**src/rtl/arith_pkg.sv**
```systemverilog
// rtl/arith_pkg.sv - shared state encoding and chunk-geometry helpers for the chunked subtractor
package arith_pkg;

  typedef enum logic [1:0] {
    IDLE = 2'd0,
    BUSY = 2'd1,
    DONE = 2'd2
  } state_t;

  function automatic int num_chunks(input int width, input int chunk);
    return width / chunk;
  endfunction

  // A single-chunk configuration still needs a 1-bit index register.
  function automatic int idx_width(input int n);
    return (n > 1) ? $clog2(n) : 1;
  endfunction

endpackage

```
**src/rtl/full_subtractor.sv**
```systemverilog
// rtl/full_subtractor.sv - one-bit full subtractor cell (x - y - bi)
module full_subtractor (
  input  logic x,
  input  logic y,
  input  logic bi,
  output logic diff,
  output logic bo
);

  assign diff = x ^ y ^ bi;
  assign bo   = (~x & y) | (~(x ^ y) & bi);

endmodule

```
**src/rtl/chunked_subtractor.sv**
```systemverilog
// rtl/chunked_subtractor.sv - multi-cycle a - b - bin, CHUNK bits per clock with a registered borrow
module chunked_subtractor
  import arith_pkg::*;
#(
  parameter int WIDTH = 32,
  parameter int CHUNK = 8
) (
  input  logic             clk,
  input  logic             rst_n,
  input  logic             start_valid,
  output logic             start_ready,
  input  logic [WIDTH-1:0] a,
  input  logic [WIDTH-1:0] b,
  input  logic             bin,
  output logic             res_valid,
  input  logic             res_ready,
  output logic [WIDTH-1:0] d,
  output logic             bout,
  output logic             zero,
  output logic             ovf
);

  localparam int NUM_CHUNKS = num_chunks(WIDTH, CHUNK);
  localparam int IW = idx_width(NUM_CHUNKS);
  localparam logic [IW-1:0] LAST_IDX = IW'(NUM_CHUNKS - 1);

  state_t           state_q, state_d;
  logic             init_q;
  logic [IW-1:0]    idx_q;
  logic             borrow_q;
  logic [WIDTH-1:0] a_q, b_q, work_q;
  logic [WIDTH-1:0] d_q;
  logic             bout_q, zero_q, ovf_q;

  logic [CHUNK-1:0] x_c, y_c, diff_c;
  logic [CHUNK:0]   bchain;
  logic [WIDTH-1:0] full_res;
  logic             accept, last_edge;

  assign x_c       = a_q[int'(idx_q)*CHUNK +: CHUNK];
  assign y_c       = b_q[int'(idx_q)*CHUNK +: CHUNK];
  assign bchain[0] = borrow_q;

  for (genvar i = 0; i < CHUNK; i++) begin : g_cell
    full_subtractor u_fs (
      .x   (x_c[i]),
      .y   (y_c[i]),
      .bi  (bchain[i]),
      .diff(diff_c[i]),
      .bo  (bchain[i+1])
    );
  end

  // Work register with the current chunk merged in; only published on the last chunk.
  always_comb begin
    full_res = work_q;
    full_res[int'(idx_q)*CHUNK +: CHUNK] = diff_c;
  end

  assign accept    = (state_q == IDLE) && init_q && start_valid;
  assign last_edge = (state_q == BUSY) && (idx_q == LAST_IDX);

  always_comb begin
    state_d = state_q;
    case (state_q)
      IDLE:    if (accept) state_d = BUSY;
      BUSY:    if (last_edge) state_d = DONE;
      DONE:    if (res_ready) state_d = IDLE;
      default: state_d = IDLE;
    endcase
  end

  always_ff @(posedge clk or negedge rst_n) begin
    if (!rst_n) begin
      state_q  <= IDLE;
      init_q   <= 1'b0;
      idx_q    <= '0;
      borrow_q <= 1'b0;
      a_q      <= '0;
      b_q      <= '0;
      work_q   <= '0;
      d_q      <= '0;
      bout_q   <= 1'b0;
      zero_q   <= 1'b0;
      ovf_q    <= 1'b0;
    end else begin
      state_q <= state_d;
      init_q  <= 1'b1;
      if (accept) begin
        a_q      <= a;
        b_q      <= b;
        borrow_q <= bin;
        idx_q    <= '0;
      end else if (state_q == BUSY) begin
        work_q   <= full_res;
        borrow_q <= bchain[CHUNK];
        idx_q    <= idx_q + 1'b1;
        if (last_edge) begin
          d_q    <= full_res;
          bout_q <= bchain[CHUNK];
          zero_q <= (full_res == '0);
          ovf_q  <= (a_q[WIDTH-1] != b_q[WIDTH-1]) && (full_res[WIDTH-1] != a_q[WIDTH-1]);
        end
      end
    end
  end

  assign start_ready = init_q && (state_q == IDLE);
  assign res_valid   = (state_q == DONE);
  assign d           = d_q;
  assign bout        = bout_q;
  assign zero        = zero_q;
  assign ovf         = ovf_q;

endmodule

```
**config.mk**
```make
export PLATFORM = sky130hd
export DESIGN_NAME = chunked_subtractor
export DESIGN_NICKNAME = d
export VERILOG_FILES = /design/src/rtl/arith_pkg.sv /design/src/rtl/full_subtractor.sv /design/src/rtl/chunked_subtractor.sv
export SDC_FILE = /design/constraint.sdc
export NUM_CORES = 1
export LEC_CHECK = 0
export ABC_AREA = 0
export CORE_ASPECT_RATIO = 0.6
export CORE_MARGIN = 5
export CORE_UTILIZATION = 30
export CTS_BUF_LIST = sky130_fd_sc_hd__clkbuf_16
export DETAILED_ROUTE_END_ITERATION = 8
export PLACE_DENSITY = 0.56
export SKIP_LAST_GASP = 1
export SLEW_MARGIN = 25
export SYNTH_ARGS = -nofsm -noshare
export SYNTH_HDL_FRONTEND = slang
export SYNTH_SLANG_ARGS = --single-unit
export TNS_END_PERCENT = 20
```
**constraint.sdc**
```tcl
create_clock -name clk -period 4.66 [get_ports clk]
set_input_delay 0.932 -clock clk [delete_from_list [all_inputs] [get_ports clk]]
set_output_delay 0.932 -clock clk [all_outputs]
set_load 0.005 [all_outputs]
```
## Word-level counts from Yosys, hierarchy flattened

Index checks and enable logic that the tools add are counted.

- Bits in registers: 137
- Bits of input ports: 69
- Output and inout port bits: 37
- Logic and storage cells: 101

- Add/subtract/negate cells: 2
- Equality and inequality tests: 8
- Shift-type cells: 4
- Muxes and demuxes: 9
- Bitwise logic cells: 57
- Reduce and logical (&&, ||, !) cells: 10

Operators by type and width:

| operator | number |
|---|---|
| variable part select 32 x 6 -> 8 bit | 2 |
| negator 5 -> 33 bit | 1 |
| variable shift 8 x 33 -> 32 bit (first input constant) | 1 |
| variable part select 8 x 33 -> 32 bit | 1 |
| bitwise mux 32 bit | 1 |
| logical NOT 32 bit | 1 |
| inverter 1 bit | 17 |
| bitwise AND 1 bit | 16 |
| bitwise XOR 1 bit | 16 |
| 2-to-1 mux 2 bit | 5 |
| OR 1 bit | 8 |
| case mux 2 bit (3 select lines) | 1 |
| AND reduction 3 bit | 2 |
| == test 2 bit (second input constant) | 2 |
| logical AND 1 bit | 4 |
| != test 2 bit (second input constant) | 2 |
| adder 2 x 1 -> 2 bit (second input constant) | 1 |
| == test 2 x 1 -> 1 bit (second input constant) | 1 |
| logical NOT 2 bit | 1 |
| 2-to-1 mux 1 bit | 2 |
| != test 1 bit | 2 |
| != test 2 x 1 -> 1 bit (second input constant) | 1 |
| AND reduction 2 bit | 1 |
| nonzero test 2 bit | 1 |

## Depth between registers and ports, before layout

- Word-level depth: 22
- Depth in mapped cells: 19
- Depth with buffers taken out: 17

## Cells and area by module

A second synthesis with hierarchy kept.

- Cells, all modules: 516
- Area total of the unflattened synthesis: 6369.9 um^2

By module, submodules not included:

| module | times used | cells each | area an instance (um^2) | sequential area each (um^2) |
|---|---|---|---|---|
| chunked_subtractor | 1 | 484 | 6119.6 | 3428.3 |
| full_subtractor | 8 | 4 | 31.3 | 0.0 |

## Least setup slack after synthesis

Ideal clock, no wire load.

- Path type: flip-flop to flip-flop
- Start point: register idx_q[0]
- End point: register ovf_q (netlist: ovf)
- Library setup time: 0.123 ns
- Arrival: 4.917 ns
- Path slack: -0.380 ns
- Stages on the path, launching flop included: 20
- Clock period less this slack: 5.040 ns
- Path through: dfrtp_1 -> buf_2 -> buf_6 -> mux4_2 -> inv_1 -> fa_1 -> inv_1 -> fa_1 -> fa_1 -> fa_1 -> fa_1 -> fa_1 -> fa_1 -> inv_1 -> fa_1 -> nor2_1 -> a21oi_1 -> nor2b_1 -> a21oi_1 -> o21ai_1

- Cells in the longest elaborated chain, start to end: 22

Ends and longest elaborated chain:

| item | line | RTL |
|---|---|---|
| from (decl) | chunked_subtractor.sv:29 | `logic [IW-1:0] idx_q;` |
| from (signal assigned) | chunked_subtractor.sv:97 | `idx_q <= idx_q + 1'b1;` |
| variable part select 32 x 6 -> 8 bit (on tied branches) | chunked_subtractor.sv:40, chunked_subtractor.sv:41 |  |
| bitwise XOR 1 bit | full_subtractor.sv:10, full_subtractor.sv:11 |  |
| inverter 1 bit | full_subtractor.sv:11 | `assign bo = (~x & y) \| (~(x ^ y) & bi);` |
| bitwise AND 1 bit | full_subtractor.sv:11 |  |
| OR 1 bit | full_subtractor.sv:11 |  |
| bitwise AND 1 bit | full_subtractor.sv:11 |  |
| OR 1 bit | full_subtractor.sv:11 |  |
| bitwise AND 1 bit | full_subtractor.sv:11 |  |
| [... 6 more ...] | n/a |  |
| OR 1 bit | full_subtractor.sv:11 |  |
| bitwise AND 1 bit | full_subtractor.sv:11 |  |
| OR 1 bit | full_subtractor.sv:11 |  |
| bitwise XOR 1 bit | full_subtractor.sv:10 | `assign diff = x ^ y ^ bi;` |
| variable part select 8 x 33 -> 32 bit | chunked_subtractor.sv:57 | `full_res[int'(idx_q)*CHUNK +: CHUNK] = diff_c;` |
| bitwise mux 32 bit | chunked_subtractor.sv:57 |  |
| != test 1 bit | chunked_subtractor.sv:102 | `ovf_q <= (a_q[WIDTH-1] != b_q[WIDTH-1]) && (full_res[WIDTH-1] != a_q[WIDTH-1]);` |
| logical AND 1 bit | chunked_subtractor.sv:102 |  |
| to (signal assigned) | chunked_subtractor.sv:102 |  |
| to (decl) | chunked_subtractor.sv:33 | `logic bout_q, zero_q, ovf_q;` |

Several ways; a longest one is shown, not always the timed one.
A chain may end at the register's enable or synchronous reset.

## Worst setup path after layout

- Start point: register idx_q[0]
- End point: register zero_q (netlist: zero)

- Cells in the longest elaborated chain, start to end: 21

Ends and longest elaborated chain:

| item | line | RTL |
|---|---|---|
| variable part select 32 x 6 -> 8 bit (on tied branches) | chunked_subtractor.sv:40, chunked_subtractor.sv:41 |  |
| bitwise XOR 1 bit | full_subtractor.sv:10, full_subtractor.sv:11 |  |
| inverter 1 bit | full_subtractor.sv:11 |  |
| bitwise AND 1 bit | full_subtractor.sv:11 |  |
| OR 1 bit | full_subtractor.sv:11 |  |
| bitwise AND 1 bit | full_subtractor.sv:11 |  |
| OR 1 bit | full_subtractor.sv:11 |  |
| bitwise AND 1 bit | full_subtractor.sv:11 |  |
| [... 5 more ...] | n/a |  |
| bitwise AND 1 bit | full_subtractor.sv:11 |  |
| OR 1 bit | full_subtractor.sv:11 |  |
| bitwise AND 1 bit | full_subtractor.sv:11 |  |
| OR 1 bit | full_subtractor.sv:11 |  |
| bitwise XOR 1 bit | full_subtractor.sv:10 |  |
| variable part select 8 x 33 -> 32 bit | chunked_subtractor.sv:57 |  |
| bitwise mux 32 bit | chunked_subtractor.sv:57 |  |
| logical NOT 32 bit | chunked_subtractor.sv:101 | `zero_q <= (full_res == '0);` |
| to (signal assigned) | chunked_subtractor.sv:101 |  |
| to (decl) | chunked_subtractor.sv:33 |  |

Several ways; a longest one is shown, not always the timed one.

==> flow_summary.ini <==
[drt]
top_layer_used = met4
met2_length_um = 7060
postRouteWirelength_um = 17400
drt-vias-per-instance = 4.87
antenna_left = 0
met3WireLength_um = 1070
firstDrtPassIters = 4
met1_length_um = 9120
drt_iter0_drc = 279
drcViolationCount = 0
wl_per_cell_um = 18.2
vias = 4658

[job]
max-cap-violations = 0

[logic_synthesis]
yosys_warnings = 0
ys_types = 49
yosysSeqAreaShare_pct = 52.8
syn_area_per_cell_um2 = 11.5
synth_top_area_cell = dfrtp_1
syn_area_um2 = 6490
synth_nets = 646
ys_ff_latch = 137
synthCells = 563
synthFlopType = dfrtp_1
synth-edff-count = 0
synth_top_area_share_pct = 52.8
ys_top_cells_by_area = dfrtp_1 (53%), mux2_1 (5.7%), mux4_2 (5.5%)
synthArstFlopShare_pct = 100

[floorplanning]
core-area_um2 = 21100
rows = 41
die_h_um = 124
die_w_um = 200
dieArea_um2 = 24800
start_util_pct = 30.7
pin_count = 106

[setup_path]
worst_setup_path_end_kind = flop
critical_path_arrival_ps = 4940
crit_required_ps = 4960
cp_max_fo = 3
critPathKind = flop to flop
cp-start-kind = flop

[timing]
setup_viol = 0
rsz0062_at_grt = true
worst_slew_pin_slew_ps = 935
finalMaxSlewViolations = 0
finalCritPeriodShare_pct = 99.6
fmax_ghz = 0.215
hold_violations = 0
hold_slack_ps = 479
max_slew_margin_pct = 37.7
min_period_ps = 4640
fin_skew_ps = 9.04

[cts]
clkSinkCount = 137
htree_levels = 4
clk_latency_ps = 420
clk_pin_slew_ps = 60
clk_path_buf_depth = 2
cts_tree = built
clockRootBuffer = clkbuf_16
cts_buffers = 17

[global_route]
grt_pass1_vias = 4710
grt_pass1_wl_um = 27100
antenna_found_initial = 0
grt_use_total_pct = 14.5
grt_max_degree = 112
grt-ovfl-total = 0

[placed_design]
placement.cell_area_um2 = 7820
place.gp.congestion = 0.830
port_buffers = 105
hpwl_um = 12900

[finish]
syn_to_final_growth_pct = 29.1
final_cell_area_um2 = 8390
diodes = 0
fin_nets = 749
drive_gt1_share_pct = 17.0

[min_path]
hold_class = flop to flop

[pwr]
power_density_nw_per_um2 = 816
totalPowerFinal_mw = 6.84
max-vdd-ir-drop_v = 0.000580
leakagePower_nw = 3.44

[outcome]
status = completed
==> worst max-delay path: stages, from the launching register on <==
cell	delay, ps
dfrtp_1	370
mux4_2	530
inv_2	80
fa_1	150
inv_1	50
fa_2	330
fa_2	350
fa_2	350
fa_2	340
fa_2	350
fa_2	340
inv_2	70
fa_2	480
nor2_4	250
a31oi_4	120
and2_1	200
nand4_1	100
o31ai_2	60
==> kinds of logic (layout without fill, tap and decap cells) <==
family	after synthesis	count (layout)	share of synthesized area, %
mux	86	86	17.9
compound gates	109	109	9.79
flops	137	137	52.8
fa+ha+maj	14	14	3.62
buf+inv	52	167	4.07
other cells	1	1	0.0577
simple gates	164	164	11.8
==> worst paths after layout <==
kind	start	endpoint	slack [ps]	cells after the start
min reg2reg	d[30]$_DFFE_PN0P_	d[30]$_DFFE_PN0P_	480	2
max in group asynchronous	rst_n	a_q[14]$_DFFE_PN0P_	3080	2
min	d[30]$_DFFE_PN0P_	d[30]$_DFFE_PN0P_	480	2
max	idx_q[0]$_DFFE_PN0P_	zero$_DFFE_PN0P_	20	17
max reg2reg	idx_q[0]$_DFFE_PN0P_	zero$_DFFE_PN0P_	20	17
min in group asynchronous	rst_n	d[5]$_DFFE_PN0P_	630	1
==> layer usage <==
metal,track usage [%],vias to the layer above
met5,0,-
met4,3.44,0
met3,4.19,12
met2,19.9,139
met1,22.4,2332
li1,-,2175
==> area by class of cell <==
cell class / instances / area [um^2]
Tap cell: 279 / 349
Clock buffer: 17 / 425
Fill cell: 2037 / 12700
Inverter: 17 / 63.8
Sequential cell: 137 / 3430
Timing Repair Buffer: 119 / 1160
Clock inverter: 14 / 111
Multi-Input combinational cell: 374 / 2850
==> Yosys cell counts, drive strengths merged, types with 6 or more instances <==
| cell type | n |
|---|---|
| dfrtp | 137 |
| nand2 | 86 |
| mux2 | 67 |
| o21ai | 59 |
| a21oi | 25 |
| nor2 | 24 |
| nor2b | 23 |
| buf | 21 |
| inv | 17 |
| mux4 | 16 |
| clkbuf | 14 |
| a31oi | 9 |
| fa | 8 |
| nor3 | 7 |
| ha | 6 |
==> stage by stage <==
step / util [%] / setup WS [ps] / TNS (ps) / instances
after global routing: 39.7 / -107 / -196 / 957
after CTS: 39.6 / 3.22 / 0 / 957
after floorplan: - / -79.1 / -155 / 563
after detailed placement: 37.0 / -41.1 / -80.9 / 925
after global placement: 37.0 / 30.1 / 0 / 925
final: 39.7 / 19.3 / 0 / 957
==> cell usage in the layout, fill, tap and decap left out, types with 15 or more instances in the layout <==
master / netlist / layout
nor2b_1: 23 / 23
clkbuf_16: 0 / 17
mux4_2: 16 / 16
dfrtp_1: 137 / 137
o21ai_1: 15 / 15
mux2_2: 29 / 29
nor2_1: 24 / 23
clkdlybuf4s50_1: 0 / 104
o21ai_0: 44 / 44
mux2_1: 33 / 33
a21oi_1: 25 / 24
nand2_1: 86 / 85
==> what timing repair did <==
| action | in CTS | in global routing |
|---|---|---|
| hold buffers | 0 | 0 |
| buffers inserted | 1 | 0 |
| resized for setup | 1 | 4 |
| setup endpoints to repair | 2 | 3 |
| pin swaps | 2 | 5 |
==> flip-flops by register name (all words and copies together), names as in the netlist, 2 cells and up <==
register  flops
a_q          32
b_q          32
d            32
idx_q         2
state_q       2
work_q       32
==> power by group <==
part           switching, mW  internal [mW]
sequential             0.304           1.68
clock                  0.517          0.721
combinational           2.02           1.60
No activity file was read; power rests on OpenSTA's default activity.
